--- src/rtl/c_serial_adder.sv ---
// c_serial_adder: bit-serial add/subtract sequencer sharing one full-adder cell over WIDTH cycles, LSB first.
// Start/busy/done handshake; result, carry_out and overflow are held until the next accepted start.

module c_serial_adder_fa (
    input  logic i_a,
    input  logic i_b,
    input  logic i_c,
    output logic o_s,
    output logic o_c
);
    assign o_s = i_a ^ i_b ^ i_c;
    assign o_c = (i_a & i_b) | (i_c & (i_a ^ i_b));
endmodule

module c_serial_adder #(
    parameter int WIDTH = 16,
    parameter int CNT_W = 5
) (
    input  logic             clk,
    input  logic             reset,
    input  logic             start,
    input  logic             sub,
    input  logic [WIDTH-1:0] a,
    input  logic [WIDTH-1:0] b,
    output logic             busy,
    output logic             done,
    output logic [WIDTH-1:0] result,
    output logic             carry_out,
    output logic             overflow
);
    typedef enum logic [1:0] {IDLE, RUN, DONE} state_t;

    state_t           r_state;
    state_t           w_next;
    logic [WIDTH-1:0] r_op_a;
    logic [WIDTH-1:0] r_op_b;
    logic [WIDTH-1:0] r_result;
    logic [CNT_W-1:0] r_cnt;
    logic             r_carry;
    logic             r_carry_out;
    logic             r_overflow;
    logic             w_sum;
    logic             w_cout;
    logic             w_last;

    c_serial_adder_fa u_fa (
        .i_a(r_op_a[0]),
        .i_b(r_op_b[0]),
        .i_c(r_carry),
        .o_s(w_sum),
        .o_c(w_cout)
    );

    assign w_last = (r_cnt == CNT_W'(WIDTH - 1));

    always_comb begin
        w_next = r_state;
        case (r_state)
            IDLE:    w_next = start ? RUN : IDLE;
            RUN:     w_next = w_last ? DONE : RUN;
            default: w_next = IDLE;
        endcase
    end

    // Counter holds at WIDTH-1 on the final step so it never wraps.
    always_ff @(posedge clk or posedge reset) begin
        if (reset) begin
            r_state     <= IDLE;
            r_op_a      <= '0;
            r_op_b      <= '0;
            r_result    <= '0;
            r_cnt       <= '0;
            r_carry     <= 1'b0;
            r_carry_out <= 1'b0;
            r_overflow  <= 1'b0;
        end else begin
            r_state <= w_next;
            case (r_state)
                IDLE: begin
                    if (start) begin
                        r_op_a      <= a;
                        r_op_b      <= sub ? ~b : b;
                        r_carry     <= sub;
                        r_cnt       <= '0;
                        r_result    <= '0;
                        r_carry_out <= 1'b0;
                        r_overflow  <= 1'b0;
                    end
                end
                RUN: begin
                    r_result <= {w_sum, r_result[WIDTH-1:1]};
                    r_op_a   <= {1'b0, r_op_a[WIDTH-1:1]};
                    r_op_b   <= {1'b0, r_op_b[WIDTH-1:1]};
                    r_carry  <= w_cout;
                    if (w_last) begin
                        r_carry_out <= w_cout;
                        r_overflow  <= r_carry ^ w_cout;
                    end else begin
                        r_cnt <= r_cnt + 1'b1;
                    end
                end
                default: ;
            endcase
        end
    end

    assign busy      = (r_state != IDLE);
    assign done      = (r_state == DONE);
    assign result    = r_result;
    assign carry_out = r_carry_out;
    assign overflow  = r_overflow;
endmodule

--- config.mk ---
export PLATFORM = sky130hd
export DESIGN_NAME = c_serial_adder
export DESIGN_NICKNAME = d
export VERILOG_FILES = /design/src/rtl/c_serial_adder.sv
export SDC_FILE = /design/constraint.sdc
export NUM_CORES = 1
export LEC_CHECK = 0
export ABC_AREA = 1
export BUFFER_PORTS_ARGS = -buffer_cell sky130_fd_sc_hd__buf_2
export CORE_MARGIN = 4
export CORE_UTILIZATION = 49
export DETAILED_ROUTE_END_ITERATION = 8
export PLACE_DENSITY_LB_ADDON = 0.05
export SETUP_SLACK_MARGIN = 0.4
export SYNTH_ARGS = -nofsm -noshare
export SYNTH_HDL_FRONTEND = slang
export SYNTH_SLANG_ARGS = --single-unit
--- constraint.sdc ---
create_clock -name clk -period 1.7 [get_ports clk]
set_clock_uncertainty 0.1 [all_clocks]
set_input_delay 0.255 -clock clk [delete_from_list [all_inputs] [get_ports clk]]
set_output_delay 0.255 -clock clk [all_outputs]
set_load 0.005 [all_outputs]
==> run_summary.xml <==
<?xml version="1.0" encoding="UTF-8"?>
<metrics>
  <group name="run_status">
    <metric name="outcome" unit="">finished, final reports clean</metric>
  </group>
  <group name="global_routing">
    <metric name="gr-usage-met3" unit="%">4.66</metric>
    <metric name="grt.met2_usage" unit="%">37.2</metric>
    <metric name="grt_first_pass_wirelength" unit="µm">11200</metric>
    <metric name="grt-busiest-layer" unit="">met2</metric>
    <metric name="maximum_number_of_pins_on_one_net_before_global_route_repair" unit="">59</metric>
    <metric name="grt_remaining_overflow" unit="">0</metric>
    <metric name="antenna_found_initial" unit="">0</metric>
    <metric name="grtUsageTotal" unit="%">22.0</metric>
    <metric name="grt_pass1_vias" unit="">2379</metric>
    <metric name="globalRouteMet1Util" unit="%">27.9</metric>
  </group>
  <group name="synthesis">
    <metric name="async_flop_share" unit="%">100</metric>
    <metric name="synthMostInstantiatedCell" unit="">nand2_1</metric>
    <metric name="synth_enable_flop_cells" unit="">0</metric>
    <metric name="synthesis.nets" unit="">364</metric>
    <metric name="synth-seq-cells" unit="">58</metric>
    <metric name="mapped_cells" unit="">324</metric>
    <metric name="ys_warn_count" unit="">0</metric>
    <metric name="portion_of_the_post_synthesis_area_used_by_sequential_elements" unit="%">53.2</metric>
    <metric name="synth.top_cells.by_count" unit="">75 x nand2_1, 58 x dfrtp_1, 45 x nor2_1, 35 x o21ai_0, 27 x inv_1</metric>
    <metric name="leading_register_cell_type_out_of_synthesis" unit="">dfrtp_1</metric>
    <metric name="yosys-top-cells-area" unit="">dfrtp_1 53%, nand2_1 10%, o21ai_0 6.4%, nor2_1 6.2%, xor2_1 4.2%</metric>
    <metric name="syn-cell-area" unit="µm²">2730</metric>
    <metric name="synth.lib_cells_used.distinct" unit="">22</metric>
    <metric name="post-synth-top-area-cell" unit="">dfrtp_1</metric>
    <metric name="syn-mean-instance-area" unit="µm²">8.41</metric>
    <metric name="synth_top_area_share" unit="%">53.2</metric>
  </group>
  <group name="die">
    <metric name="die_height" unit="µm">82.6</metric>
    <metric name="initial_utilization" unit="%">52.1</metric>
    <metric name="std_cell_rows" unit="">26</metric>
    <metric name="count_of_boundary_i_o_pins" unit="">56</metric>
    <metric name="floorplan.die.width" unit="µm">82.6</metric>
    <metric name="die-area" unit="µm²">6820</metric>
    <metric name="coreArea" unit="µm²">5240</metric>
  </group>
  <group name="timing">
    <metric name="max_freq" unit="GHz">0.664</metric>
    <metric name="worst-slew-pin-transition" unit="ns">0.482</metric>
    <metric name="slew_headroom" unit="%">67.9</metric>
    <metric name="finalSetupViolations" unit="">0</metric>
    <metric name="finalWorstPathRequiredPeriod" unit="ns">1.51</metric>
    <metric name="fin_crit_sh" unit="%">88.6</metric>
    <metric name="finalHoldViolCount" unit="">0</metric>
    <metric name="timing.final.max_slew_violations" unit="">0</metric>
    <metric name="finalSetupTns" unit="ns">0</metric>
    <metric name="grt_setup_unrepaired" unit="">yes</metric>
  </group>
  <group name="route">
    <metric name="drt_pre_antenna_iters" unit="">4</metric>
    <metric name="dr_total_vias" unit="">2584</metric>
    <metric name="via_per_instance_ratio" unit="">5.26</metric>
    <metric name="route.antenna.remaining_nets" unit="">0</metric>
    <metric name="detail_route.wirelength" unit="µm">7810</metric>
    <metric name="dr.first_iter.drc_count" unit="">146</metric>
    <metric name="post-route-drc-count" unit="">0</metric>
    <metric name="wire_per_inst" unit="µm">15.9</metric>
  </group>
  <group name="layout">
    <metric name="drive_above_1_share" unit="%">49.6</metric>
    <metric name="layout.area.seq" unit="µm²">1450</metric>
    <metric name="final_core_util" unit="%">82.5</metric>
    <metric name="area_occupied_by_multi_input_gates" unit="µm²">1600</metric>
    <metric name="layout.cells.non_filler" unit="">491</metric>
    <metric name="antenna_cells" unit="">0</metric>
    <metric name="number_of_fill_cells_in_the_layout" unit="">314</metric>
    <metric name="area_growth_syn_to_layout" unit="%">58.5</metric>
    <metric name="nNetsFinal" unit="">456</metric>
  </group>
  <group name="min_path">
    <metric name="hold_path.class" unit="">input pin to flop</metric>
    <metric name="hp-start" unit="">a[15]</metric>
    <metric name="holdPathStages" unit="">3</metric>
  </group>
  <group name="power_and_ir_drop">
    <metric name="p_seq_share" unit="%">29.8</metric>
    <metric name="power" unit="W">0.00850</metric>
    <metric name="cellInternalPower" unit="W">0.00505</metric>
    <metric name="p_per_area" unit="nW/µm²">1970</metric>
    <metric name="clkPwrFrac" unit="%">13.7</metric>
    <metric name="p_switching" unit="W">0.00345</metric>
    <metric name="vdd_drop_max" unit="mV">1.09</metric>
    <metric name="p_sw_share" unit="%">40.6</metric>
    <metric name="total_leakage_power" unit="nW">2.07</metric>
    <metric name="power_frac_comb" unit="%">56.5</metric>
  </group>
  <group name="critical_path">
    <metric name="crit_fanout" unit="">5</metric>
    <metric name="reg2reg_depth" unit="">10</metric>
    <metric name="worstSetupStartpoint" unit="">r_cnt[1]$_DFFE_PP0P_</metric>
    <metric name="worst_ep_required_time" unit="ns">1.82</metric>
    <metric name="worst_setup_path_end_kind" unit="">flop</metric>
    <metric name="arrival" unit="ns">1.62</metric>
    <metric name="timing.critical_path.from_type" unit="">flop</metric>
    <metric name="r2r_start" unit="">r_cnt[1]$_DFFE_PP0P_</metric>
    <metric name="timing_worst_setup_path_type" unit="">flop to flop</metric>
  </group>
  <group name="placement">
    <metric name="place.gp.congestion" unit="">0.745</metric>
    <metric name="dp.final_hpwl" unit="µm">3840</metric>
    <metric name="placed_cells" unit="">442</metric>
    <metric name="port-buffer-count" unit="">55</metric>
  </group>
  <group name="cts">
    <metric name="insertion_delay" unit="ns">0.32</metric>
    <metric name="clkSlewWorstSetupHoldPaths" unit="ns">0.07</metric>
    <metric name="numCtsBuffers" unit="">9</metric>
    <metric name="tritoncts" unit="">yes</metric>
    <metric name="htree_num_levels" unit="">3</metric>
    <metric name="clk_path_buf_depth" unit="">2</metric>
    <metric name="cts.root.buffer_cell" unit="">clkbuf_8</metric>
    <metric name="tritoncts_num_sinks" unit="">58</metric>
  </group>
  <group name="flow_run">
    <metric name="max-cap-violations" unit="">0</metric>
  </group>
</metrics>
==> per-stage QoR <==
step / setup WS [ns] / hold WS, ns / instance area [µm²]
floorplan: 0.251 / 0.248 / 2750
global placement: 0.172 / 0.261 / 3140
detailed placement: 0.119 / 0.260 / 3140
CTS: 0.237 / 0.0215 / 3790
global route: 0.143 / 0.0641 / 4320
finish: 0.194 / 0.0645 / 4320
==> critical path: stages (launching register included) <==
cell,delay (ns)
dfrtp_1,0.40
ha_2,0.19
nand2_2,0.09
nor2_4,0.06
ha_4,0.16
inv_4,0.06
nand3_4,0.07
nand2_4,0.09
inv_4,0.06
nand2_2,0.06
o21ai_2,0.05
==> path summary, 6_finish.rpt <==
check                                         end  slack, ns
min in group asynchronous   result[7]$_DFFE_PP0P_       0.46
setup / recovery             r_cnt[0]$_DFFE_PP0P_       0.19
hold / removal             r_op_a[15]$_DFFE_PP0P_       0.06
max in group asynchronous    r_state[0]$_DFF_PP0_       0.78
hold reg to reg            r_op_b[12]$_DFFE_PP0P_       0.39
setup reg to reg             r_cnt[0]$_DFFE_PP0P_       0.19
==> cells by family after synthesis <==
logic type      synth area share [%]
compound gates                  12.7
fa+ha+maj                       2.11
flops                           53.2
buf+inv                         7.34
xor+xnor                        5.14
simple gates                    19.5
==> placed cells by master, fill, tap and decap left out, types with 7 or more instances in the layout <==
cell type	n
buf_6	13
nand2_4	10
dfrtp_1	57
inv_1	24
nor2_2	9
buf_2	55
xor2_1	13
nand2_2	17
a21oi_2	8
o21ai_2	9
clkbuf_8	12
nand3_1	8
o21ai_1	17
nor2_1	22
buf_4	14
o21ai_0	10
buf_12	7
nand2_1	47
nor2_4	15
o22ai_2	10
==> registers in the layout, indices dropped and copies added (netlist names) <==
| register | count |
|---|---|
| r_carry | 1 |
| r_cnt | 5 |
| r_op_a | 16 |
| result | 16 |
| r_state | 2 |
| carry_out | 1 |
| r_op_b | 16 |
| overflow | 1 |
==> power by group through the flow <==
stage                     clock network (W)  logic [W]  registers, W
after floorplan                           0    0.00179       0.00237
after global placement                    0    0.00248       0.00239
after detailed placement                  0    0.00253       0.00241
after CTS                           0.00118    0.00352       0.00239
after global routing                0.00126    0.00522       0.00259
final                               0.00117    0.00480       0.00253
==> cell type report <==
type | instances | area share [%]
multi-input cells | 220 | 36.9
inverters | 29 | 2.84
clock inverters | 2 | 0.232
clock buffers | 14 | 4.00
flip-flops and latches | 58 | 33.6
repair buffers | 98 | 20.4
well taps | 70 | 2.03
==> per-layer routing <==
layer / share of wire [%] / vias up
met5: 0 / -
met4: 1.1 / 0
met3: 3.8 / 8
met2: 54 / 59
met1: 41 / 1291
li1: - / 1226
==> timing repair <==
action / in CTS / in global routing
endpoints found under the hold margin: 58 / 0
cloned: 8 / 2
gates resized for setup: 59 / 117
setup endpoints to repair: 54 / 60
setup buffers: 18 / 4
pin swaps: 22 / 34
hold buffers: 1 / 0
Power figures use the tool's default switching activity.
